[config.mk]
export PLATFORM = sky130hd
export DESIGN_NAME = mem_wb_stage
export DESIGN_NICKNAME = d
export VERILOG_FILES = /design/src/rtl/mem_wb_stage.sv
export SDC_FILE = /design/constraint.sdc
export NUM_CORES = 1
export LEC_CHECK = 0
export BUFFER_PORTS_ARGS = -buffer_cell sky130_fd_sc_hd__buf_4
export CORE_ASPECT_RATIO = 0.75
export CORE_MARGIN = 3
export CORE_UTILIZATION = 45
export CTS_CLUSTER_SIZE = 16
export DETAILED_ROUTE_END_ITERATION = 7
export PLACE_DENSITY = 0.69
export SLEW_MARGIN = 20
export SYNTH_ARGS = -nofsm -noshare
export SYNTH_HDL_FRONTEND = slang
export SYNTH_SLANG_ARGS = --single-unit
export TNS_END_PERCENT = 20
[constraint.sdc]
create_clock -name CLK -period 6.6 [get_ports CLK]
set_clock_uncertainty 0.15 [all_clocks]
set_input_delay 0.99 -clock CLK [delete_from_list [all_inputs] [get_ports CLK]]
set_output_delay 0.99 -clock CLK [all_outputs]
set_load 0.02 [all_outputs]
[src/rtl/mem_wb_stage.sv]
// MEM->WB stage: extends load data at enqueue, buffers results in a 2-entry skid FIFO,
// and drives the register-file write port from the head entry.
module mem_wb_stage #(
  parameter int DATA_W = 32,
  parameter int ADDR_W = 5,
  parameter int DEPTH  = 2
) (
  input  logic              CLK,
  input  logic              RST,
  input  logic              MEM_VALID,
  output logic              MEM_READY,
  input  logic              MEM_WEN,
  input  logic [ADDR_W-1:0] MEM_WADDR,
  input  logic [DATA_W-1:0] MEM_ALU,
  input  logic              MEM_IS_LOAD,
  input  logic [2:0]        MEM_LOAD_OP,
  input  logic [1:0]        MEM_BYTE_OFF,
  input  logic [DATA_W-1:0] MEM_RDATA,
  input  logic              WB_STALL,
  input  logic              FLUSH,
  output logic              WB_WEN,
  output logic [ADDR_W-1:0] WB_WADDR,
  output logic [DATA_W-1:0] WB_WDATA,
  output logic              MISALIGN,
  output logic [31:0]       RETIRE_CNT
);

  typedef struct packed {
    logic              wen;
    logic [ADDR_W-1:0] waddr;
    logic [DATA_W-1:0] wdata;
  } ent_t;

  localparam logic [2:0] OP_LB = 3'd0, OP_LBU = 3'd1, OP_LH = 3'd2, OP_LHU = 3'd3, OP_LW = 3'd4;

  ent_t       ent_q [2];
  logic [1:0] cnt_q;
  logic       mis_q;
  logic [31:0] rcnt_q;

  logic        accept, retire, head_vld, wr_idx, mis;
  logic [7:0]  byte_k;
  logic [15:0] half_k;
  ent_t        new_ent;

  assign head_vld  = (cnt_q != 2'd0);
  assign MEM_READY = (cnt_q < 2'(DEPTH));
  assign accept    = MEM_VALID && MEM_READY && !FLUSH;
  assign retire    = head_vld && !WB_STALL && !FLUSH;
  // With one entry retiring in the same cycle, the new entry lands directly in the head slot.
  assign wr_idx    = (cnt_q == 2'd1) && !retire;

  assign byte_k = MEM_RDATA[8*MEM_BYTE_OFF +: 8];
  assign half_k = MEM_BYTE_OFF[1] ? MEM_RDATA[31:16] : MEM_RDATA[15:0];

  always_comb begin
    mis           = 1'b0;
    new_ent.wen   = MEM_WEN;
    new_ent.waddr = MEM_WADDR;
    new_ent.wdata = MEM_ALU;
    if (MEM_IS_LOAD) begin
      case (MEM_LOAD_OP)
        OP_LB:  new_ent.wdata = {{(DATA_W-8){byte_k[7]}}, byte_k};
        OP_LBU: new_ent.wdata = {{(DATA_W-8){1'b0}}, byte_k};
        OP_LH:  begin
          new_ent.wdata = {{(DATA_W-16){half_k[15]}}, half_k};
          mis = MEM_BYTE_OFF[0];
        end
        OP_LHU: begin
          new_ent.wdata = {{(DATA_W-16){1'b0}}, half_k};
          mis = MEM_BYTE_OFF[0];
        end
        OP_LW:  begin
          new_ent.wdata = MEM_RDATA;
          mis = (MEM_BYTE_OFF != 2'd0);
        end
        default: mis = 1'b1;
      endcase
      if (mis) new_ent.wen = 1'b0;
    end
  end

  always_ff @(posedge CLK or negedge RST) begin
    if (!RST) begin
      cnt_q  <= 2'd0;
      mis_q  <= 1'b0;
      rcnt_q <= 32'd0;
      ent_q[0] <= '0;
      ent_q[1] <= '0;
    end else begin
      mis_q <= accept && mis;
      if (FLUSH) begin
        cnt_q <= 2'd0;
      end else begin
        if (retire) begin
          ent_q[0] <= ent_q[1];
          rcnt_q   <= rcnt_q + 32'd1;
        end
        if (accept) ent_q[wr_idx] <= new_ent;
        case ({accept, retire})
          2'b10:   cnt_q <= cnt_q + 2'd1;
          2'b01:   cnt_q <= cnt_q - 2'd1;
          default: cnt_q <= cnt_q;
        endcase
      end
    end
  end

  assign WB_WEN     = head_vld && ent_q[0].wen && (ent_q[0].waddr != '0) && !WB_STALL && !FLUSH;
  assign WB_WADDR   = head_vld ? ent_q[0].waddr : '0;
  assign WB_WDATA   = head_vld ? ent_q[0].wdata : '0;
  assign MISALIGN   = mis_q;
  assign RETIRE_CNT = rcnt_q;

endmodule
### After elaboration in Yosys (flattened, before gate mapping)

Index checks and enable logic that the tools add are counted.

| word-level totals | value |
|---|---|
| flip-flop bits (word level) | 111 |
| bits in latches | 0 |
| bits in writable memories | 0 |
| ROM bits | 0 |
| input bits | 81 |
| output and inout port bits | 72 |
| word-level logic and storage cells | 66 |
| memories kept | 0 |

| cells by class | value |
|---|---|
| add/sub/neg operators | 3 |
| multipliers | 0 |
| divide/modulo/power cells | 0 |
| magnitude comparators | 3 |
| equal/unequal tests | 7 |
| shifts and indexed selects | 1 |
| muxes and demuxes | 18 |
| bitwise gates (word level) | 2 |
| reductions and logical operators | 23 |

Operators by type and width:

| kind | count |
|---|---|
| one-hot mux 32 bit (5 select lines) | 1 |
| 2-to-1 mux 38 bit | 3 |
| bitwise mux 76 bit | 1 |
| 2-to-1 mux 76 bit | 1 |
| 2-to-1 mux 32 bit | 2 |
| demux 38 bit (select 1 bit) | 1 |
| adder 32 x 1 -> 32 bit, second input constant | 1 |
| variable part select 32 x 6 -> 8 bit | 1 |
| 2-to-1 mux 16 bit | 1 |
| logical AND 1 bit | 11 |
| equality test 3 x 2 -> 1 bit, second input constant | 2 |
| 2-to-1 mux 5 bit | 1 |
| nonzero test 5 bit | 1 |
| equality test 2 x 1 -> 1 bit, second input constant | 2 |
| 2-to-1 mux 1 bit | 4 |
| one-hot mux 2 bit (2 select lines) | 1 |
| AND reduction 2 bit | 2 |
| nonzero test 2 bit | 2 |
| OR reduction 2 bit | 2 |
| equality test 3 x 1 -> 1 bit, second input constant | 1 |
| equality test 3 bit, second input constant | 1 |
| zero test 1 bit | 3 |
| zero test 3 bit | 1 |
| one-hot mux 1 bit (3 select lines) | 1 |
| 10 further kinds | 10 |

### Depth between registers and ports, before layout

Gate-level depths: netlist of run 1.

| depth | value |
|---|---|
| word-level depth | 12 |
| mapped depth | 8 |
| gate-level depth less buffers | 6 |

### Worst setup path after synthesis of run 1

No wires, ideal clock.

| path | value |
|---|---|
| kind | input to output |
| start | in FLUSH |
| end | out WB_WEN |
| arrival | 1.716 ns |
| required time | 5.460 ns |
| setup slack | 3.744 ns |
| stages | 2 |
| path through | nor3_2 > o311a_1 |

| on the way | value |
|---|---|
| cells in the longest elaborated chain, start to end | 2 |

Ends and longest elaborated chain:

| element | RTL line | text |
|---|---|---|
| start: declaration | 20 | `input logic FLUSH,` |
| zero test 1 bit | 109 | `assign WB_WEN = head_vld && ent_q[0].wen && (ent_q[0].waddr != '0) && !WB_STALL && !FLUSH;` |
| logical AND 1 bit | 109 |  |
| end: declaration | 21 | `output logic WB_WEN,` |

Every way passes these cells.

### Final worst setup path of run 1

| path | value |
|---|---|
| start | reg cnt_q[1] |
| end | out WB_WEN |

| on the way | value |
|---|---|
| cells in the longest elaborated chain, start to end | 5 |

Ends and longest elaborated chain:

| element | RTL line | text |
|---|---|---|
| start: declaration | 37 | `logic [1:0] cnt_q;` |
| start signal: assignment | 101 | `2'b10: cnt_q <= cnt_q + 2'd1;` |
| start signal: assignment | 102 | `2'b01: cnt_q <= cnt_q - 2'd1;` |
| start signal: assignment | 103 | `default: cnt_q <= cnt_q;` |
| nonzero test 2 bit | 46 | `assign head_vld = (cnt_q != 2'd0);` |
| logical AND 1 bit (4 in a row) | 109 |  |

Every way passes these cells.

==> metrics, run 1 <==
outcome complete, no violations; Ports about 150; register clock-pin slew on the reported worst setup and hold paths about 0.080 ns; share of post-route cells with drive strength above 1 30.5%; Post-synth EDFFs 0; Post-CTS Hold Fix Bufs 0; first-pass GRT wire length roughly 30000 µm; Min Clock Period, post-route 3.48 ns; Clock Sinks roughly 110; Clock Latency Late Sink between 0.3 and 0.4 ns; Slew HR between 20% and 30%; Power Density between 300 and 400 nW/µm²; synth unique cells 56; top_reg_cell synth dfrtp_1; # nets final ~840; largest area contributor in the netlist dfrtp_1; clk buf depth 2; post-CTS setup buffers 0; die area ~15000 µm²; Fmax 288 MHz; remaining antenna violation count 0; clock root buffer clkbuf_16; crit path DAT approximately 2.3 ns; Mapped Area approximately 6300 µm²; Worst path slowest cell nor3_2; Worst Path Required 5.46 ns; most frequent cells after synthesis dfrtp_1, nand2_1, o21ai_0; Worst-Margin Slew around 1.1 ns; DRC viols 0; WHS 0.333 ns; final hold violation count 0; initial antenna violation count 0; RSZ-0062 raised after global routing no; Syn Nets between 700 and 800; ANT cells 0; FF/Latch Area approximately 2800 µm²; H-tree depth 3; Ys Warns 0; max incr delay on CP 0.64 ns; largest net degree at the start of global routing 67; Cell Chain, Critical Path inv_1 -> ha_1 -> nor3_2 -> o311a_1 -> buf_4; Total GRT Usage around a quarter; syn avg cell area 9.96 µm²; Die Y 108 µm; Pins Over Slew Limit 0; nature of the critical path startpoint flip-flop; routability cong. 0.868; period utilisation layout between 50% and 60%; post-synthesis async set-or-reset flop share 100%; die width around 140 µm; Row Count 36; flops & latches, synth about 110; most frequent cell after synthesis dfrtp_1; initial cell density of the core a little under half; multi-input gate area in the final layout between 3000 and 4000 µm²; Worst Setup End Kind output port; final setup TNS 0 ns; largest cells by area after synthesis dfrtp_1, mux2i_1, nand2_1; First DRT Iteration DRCs 389; VDD IR max about 0.15 mV; number of max-cap violations 0; final wirelength 18500 µm; crit path max fanout 17; worst min path class flip-flop to flip-flop; Final setup viols 0; Core Area approximately 13000 µm²; detailed placer's ending HPWL approximately 13000 µm; area delta synth->final 24.0%; register area share after synthesis 44.1%; Mapped Cells roughly 630; wire length per cell a little under 20 µm; post-DR vias/cell 5.98; iteration count of the initial detailed-routing pass 5; total gr overflow 0; Synth top area share 44.1%; vias in the first global route between 5000 and 6000; P_leak between 3 and 4 nW; post-CTS sizing 0; Num CTS Buffers 9; CP Class flip-flop to output port; IO buf count around 150; CTS tree built; Filler Cell Count between 1000 and 1500; vias between 5000 and 6000
## worst max-delay path: cells and delay by family, from the launching register on
| family | cells | cell delay (ns) |
|---|---|---|
| simple gates | 1 | 0.64 |
| flops | 1 | 0.39 |
| fa+ha+maj | 1 | 0.43 |
| buf+inv | 2 | 0.24 |
| compound gates | 1 | 0.29 |
## metrics by stage
step / cell area [µm²] / setup WS [ns] / util, % / total power, W / cells
3_3_place_gp: 7480 / 3.22 / 56.1 / 0.00197 / 915
5_1_grt: 7800 / 2.99 / 58.5 / 0.00274 / 931
6_report: 7800 / 3.12 / 58.5 / 0.00258 / 931
2_1_floorplan: 6290 / 3.74 / - / 0.00166 / 632
4_1_cts: 7800 / 3.11 / 58.5 / 0.00259 / 931
3_5_place_dp: 7490 / 3.16 / 56.2 / 0.00202 / 915
## layer usage
| metal | GRT usage [%] | wire length (µm) |
|---|---|---|
| met5 | 0 | 0 |
| met4 | 5.22 | 274 |
| met3 | 5.66 | 1380 |
| met2 | 37.4 | 8730 |
| met1 | 35.0 | 8140 |
## kinds of logic after synthesis
group	Yosys count	share of synthesized area (%)
mux	49	9.66
buf+inv	55	4.37
simple gates	232	18.9
xor+xnor	33	4.59
flops	111	44.1
compound gates	149	17.7
fa+ha+maj	3	0.596
## placed cells by master (no fill, tap or decap), types with 9 or more instances in the layout
master       n
buf_4      161
dfrtp_1    111
nand2_1     68
o21ai_0     44
nor3_1      40
nor2b_1     38
mux2i_1     30
xnor2_1     28
nor2_1      26
a221oi_1    20
o22ai_1     16
nand3_1     13
o21ai_1     13
nand4_1     12
a21oi_1     10
mux2_2      10
a221oi_2    10
a211oi_2    10
clkbuf_16    9
## where the power goes
part	internal (W)	leakage [nW]	switching (W)
logic	0.000437	1.98	0.000505
clock network	0.000310	0.148	0.000263
registers	0.000924	1.40	0.000140
## area by class of cell
type,instances,share of cell area [%]
inverters,6,0.289
clock buffers,10,3.06
repair buffers,161,15.5
clock inverters,6,1.01
well taps,171,2.74
flip-flops and latches,111,35.6
multi-input cells,466,41.8
## worst paths after layout
path	from	end	slack, ns	cells after the start
max	cnt_q[1]	WB_WEN	3.12	5
min	RETIRE_CNT[31]	RETIRE_CNT[31]	0.33	1
max reg2reg	cnt_q[1]	flip-flop	3.30	7
min reg2reg	RETIRE_CNT[31]	RETIRE_CNT[31]	0.33	1
max in group asynchronous	RST	asynchronous set/reset pin	4.51	2
min in group asynchronous	RST	MISALIGN	0.49	1
Power figures use the tool's default switching activity.
==> run 2, diff against run 1 <==
--- a/config.mk
+++ b/config.mk
@@ -11,7 +11,7 @@
 export CORE_UTILIZATION = 45
 export CTS_CLUSTER_SIZE = 16
 export DETAILED_ROUTE_END_ITERATION = 7
-export PLACE_DENSITY = 0.69
+export PLACE_DENSITY = 0.72
 export SLEW_MARGIN = 20
 export SYNTH_ARGS = -nofsm -noshare
 export SYNTH_HDL_FRONTEND = slang
==> constraint.sdc (replaced) <==
create_clock -name CLK -period 2.9 [get_ports CLK]
set_clock_uncertainty 0.15 [all_clocks]
set_input_delay 0.435 -clock CLK [delete_from_list [all_inputs] [get_ports CLK]]
set_output_delay 0.435 -clock CLK [all_outputs]
set_load 0.02 [all_outputs]
==> metrics, run 2 (same netlist as run 1, synthesis figures left out) <==
outcome complete, no violations; Clock Sinks between 100 and 150; initial antenna violation count 0; FF/Latch Area ~2800 µm²; post-CTS setup buffers 0; die width approximately 140 µm; register clock-pin slew on the reported worst setup and hold paths approximately 0.08 ns; multi-input gate area in the final layout 3260 µm²; met1 Use GR about a third; nature of the critical path startpoint flip-flop; max incr delay on CP between 0.4 and 0.5 ns; largest net degree at the start of global routing 62; Die Y around 110 µm; final core occ ~59%; clk buf depth 2; area delta synth->final 25.5%; IO buf count approximately 150; Worst Path Required 2.32 ns; Worst Setup End Kind output port; initial cell density of the core 47.2%; die area 15500 µm²; Worst path most repeated cell buf_4; placed instance area ~7600 µm²; wire length per cell roughly 20 µm; routability cong. roughly 0.89; Num CTS Buffers 9; post-DR vias/cell roughly 6; Row Count 36; VDD IR max between 0.3 and 0.4 mV; # nets final about 850; Power Density ~760 nW/µm²; vias 5608; clock root buffer clkbuf_16; number of max-cap violations 0; H-tree depth 3; Post-CTS Hold Fix Bufs 0; first-pass GRT wire length between 20000 and 30000 µm; share of post-route cells with drive strength above 1 a little under a third; CTS tree built; PnR worst setup slack about 0.34 ns; First DRT Iteration DRCs a little under 500; Min Clock Period, post-route 2.56 ns; most frequent cells in the layout buf_4, dfrtp_1, nand2_1, o21ai_0, nor3_1; Worst-Margin Slew 0.875 ns; Total GRT Usage 24.1%; crit path max fanout 22; Filler Cell Count 1126; commonest non-fill, non-tap cell in the layout buf_4; final setup TNS 0 ns; grt met3 use ~5.1%; Clock Latency Late Sink ~0.35 ns; busiest layer in global routing met2; P_leak between 3 and 4 nW; DRC viols 0; Layout Cell Area excl Fill 7900 µm²; Slew HR 41.7%; worst min path class input pin to asynchronous set/reset pin; met2 usage a little under two fifths; iteration count of the initial detailed-routing pass 7; RSZ-0062 raised after global routing no; period utilisation layout approximately nine tenths; Worst path slowest cell dfrtp_1; detailed placer's ending HPWL 13300 µm; Ports roughly 150; Fmax 390 MHz; Cell Chain, Critical Path inv_1 -> ha_1 -> buf_4 -> nor3_2 -> o311a_1 -> buf_4; Place WS about 0.44 ns; PnR Total Power a little under 0.006 W; total gr overflow 0; final hold violation count 0; Core Area 13300 µm²; CP bufs+invs 3; final wirelength 18500 µm; post-CTS sizing 0; ANT cells 0; cell family with most CP delay buffers and inverters; remaining antenna violation count 0; Pins Over Slew Limit 0; vias in the first global route about 5400; crit path DAT roughly 2.0 ns; Final setup viols 0; CP Class flip-flop to output port
run 2: changes by cell type in the layout (fill, tap and decap cells not counted):
| cell | change |
|---|---|
| buf_4 | +6 |
| buf_12 | +2 |
| clkinvlp_4 | -2 |
| inv_6 | +2 |
| bufinv_16 | +1 |
| clkbuf_8 | -1 |
| nor4_2 | +1 |
| nor4_4 | -1 |
run 2: area by class of cell:
type	count	area share, %
Clock inverter	7	1.41
Timing Repair Buffer	169	16.4
Inverter	6	0.285
Tap cell	171	2.71
Sequential cell	111	35.2
Clock buffer	9	2.85
Multi-Input combinational cell	466	41.2
run 2: routing by layer:
metal  wire, µm  share of wire, %
met5          0                 0
met4        375               2.0
met3       1440               7.8
met2       8520                46
met1       8150                44
run 2: power by group:
part / total [W] / switching [W] / internal [W]
Combinational: 0.00216 / 0.00114 / 0.00101
Clock: 0.00139 / 0.000615 / 0.000776
Sequential: 0.00242 / 0.000317 / 0.00210
run 2: final timing paths:
path / from / to / slack [ns] / cells after the start
worst min register to register: flip-flop / flip-flop / 0.33 / 2
worst max-delay path: cnt_q[1] / WB_WEN / 0.34 / 6
worst min-delay path: RST / ent_q[65] / 0.003 / 1
max in group asynchronous: RST / asynchronous set/reset pin / 1.78 / 2
worst max register to register: cnt_q[1] / flip-flop / 0.39 / 6
min in group CLK: MEM_WADDR[2] / flip-flop / 0.13 / 3
run 2: per-stage QoR:
step | hold slack (ns) | cells
after CTS | 0.0310 | 939
after global routing | 0.0584 | 939
final | 0.00277 | 939
after detailed placement | 0.317 | 923
after floorplan | -0.0106 | 632
after global placement | 0.311 | 923
==> run 3, diff against run 2 <==
--- a/config.mk
+++ b/config.mk
@@ -5,13 +5,12 @@
 export SDC_FILE = /design/constraint.sdc
 export NUM_CORES = 1
 export LEC_CHECK = 0
-export BUFFER_PORTS_ARGS = -buffer_cell sky130_fd_sc_hd__buf_4
 export CORE_ASPECT_RATIO = 0.75
 export CORE_MARGIN = 3
 export CORE_UTILIZATION = 45
 export CTS_CLUSTER_SIZE = 16
 export DETAILED_ROUTE_END_ITERATION = 7
-export PLACE_DENSITY = 0.72
+export DONT_BUFFER_PORTS = 1
 export SLEW_MARGIN = 20
 export SYNTH_ARGS = -nofsm -noshare
 export SYNTH_HDL_FRONTEND = slang
==> metrics, run 3 (same netlist as run 1, synthesis figures left out) <==
Slew HR between 40% and 50%; clock root buffer clkbuf_16; crit path max fanout 40; Min Clock Period, post-route around 2.5 ns; # nets final approximately 740; RSZ-0062 raised after global routing no; post-CTS sizing 0; nature of the critical path startpoint flip-flop; post-CTS setup buffers 0; H-tree depth 3; worst min path class input pin to asynchronous set/reset pin; failing checks hold timing; DRC viols 0; Worst Path Required roughly 3.0 ns; die area around 15000 µm²; Worst Setup End Kind flip-flop; VDD IR max around 0.40 mV; CTS tree built; die width about 140 µm; first-pass GRT wire length 28200 µm; register clock-pin slew on the reported worst setup and hold paths approximately 0.08 ns; Final setup viols 0; final setup TNS 0 ns; PnR Total Power roughly 0.0055 W; initial cell density of the core 47.2%; largest net degree at the start of global routing about 110; Worst-Margin Slew 0.876 ns; vias 5112; wire length per cell about 22 µm; P_leak ~3 nW; Post-CTS Hold Fix Bufs 1; number of max-cap violations 0; initial antenna violation count 0; r2r worst-path depth 7; most frequent cells in the layout dfrtp_1, nand2_1, buf_4, o21ai_0, nor3_1; outcome finished, violations left; IO buf count 0; First DRT Iteration DRCs between 400 and 500; Fmax 394 MHz; share of post-route cells with drive strength above 1 a little under a fifth; total gr overflow 0; final wirelength roughly 18000 µm; crit path DAT 2.65 ns; Num CTS Buffers 9; Layout Cell Area excl Fill about 7000 µm²; remaining antenna violation count 0; Reg-to-Reg Start cnt_q[1]; Worst R2R Setup Slack around 0.36 ns; WHS -0.380 ns; iteration count of the initial detailed-routing pass 5; routability cong. 0.871; Clock Sinks 111; vias in the first global route between 4000 and 5000; Pins Over Slew Limit 0; detailed placer's ending HPWL between 10000 and 15000 µm; CP Class flip-flop to flip-flop; placed instance area roughly 6700 µm²; area delta synth->final 11.0%; commonest non-fill, non-tap cell in the layout dfrtp_1; Core Area between 10000 and 15000 µm²; Row Count 36; Power Density 795 nW/µm²; Total GRT Usage a little under a quarter; period utilisation layout 87.6%; final hold violation count 111; ANT cells 0; post-DR vias/cell approximately 6; clk buf depth 2; Clock Latency Late Sink between 0.3 and 0.4 ns; Die Y ~110 µm; Ports between 150 and 200
==> run 3: cell types whose count changed in the layout (fill, tap and decap cells not counted), sizes merged, moves of 2 or more <==
cell    previous run  this run
buf              169        56
bufinv             2         0
clkbuf             9        14
inv                9         6
==> run 3: worst max path at each step <==
stage	startpoint	end	slack, ns	cells after the start
final	cnt_q[1]	flip-flop	0.36	7
after global routing	cnt_q[1]	flip-flop	0.17	7
after CTS	cnt_q[1]	flip-flop	0.37	7
after detailed placement	cnt_q[1]	flip-flop	0.39	7
after global placement	cnt_q[0]	flip-flop	0.48	7
after floorplan	cnt_q[1]	RETIRE_CNT[29]	0.69	7
==> run 3: area by class of cell <==
| type | instances | area [µm²] |
|---|---|---|
| clock inverters | 2 | 16.3 |
| well taps | 171 | 214 |
| flip-flops and latches | 111 | 2780 |
| fillers | 1226 | 6350 |
| clock buffers | 14 | 254 |
| repair buffers | 57 | 443 |
| multi-input cells | 466 | 3260 |
| inverters | 6 | 22.5 |
==> run 3: worst max-delay path: stages, from the launching register on <==
cell	delay (ns)
dfrtp_1	0.37
inv_1	0.07
ha_1	0.22
buf_4	0.21
o21ai_0	0.33
or2_2	0.76
nor3_1	0.12
a211oi_1	0.19
==> run 3: power breakdown <==
group | switching [W] | internal (W)
sequential | 0.000363 | 0.00210
combinational | 0.000989 | 0.000911
clock | 0.000572 | 0.000611
==> run 3: per-stage QoR <==
| step | worst slack [ns] | instances | utilization [%] |
|---|---|---|---|
| final | 0.361 | 827 | 52.4 |
| after global routing | 0.166 | 827 | 52.4 |
| after CTS | 0.367 | 827 | 52.4 |
| after detailed placement | 0.392 | 810 | 50.3 |
| after global placement | 0.481 | 810 | 50.3 |
| after floorplan | 0.689 | 632 | - |
==> run 3: layer usage <==
| layer | routed length [µm] | vias up | GRT usage (%) |
|---|---|---|---|
| li1 | - | 2351 | - |
| met1 | 8070 | 2515 | 33.9 |
| met2 | 8100 | 221 | 34.7 |
| met3 | 1740 | 25 | 7.82 |
| met4 | 296 | 0 | 5.36 |
| met5 | 0 | - | 0 |
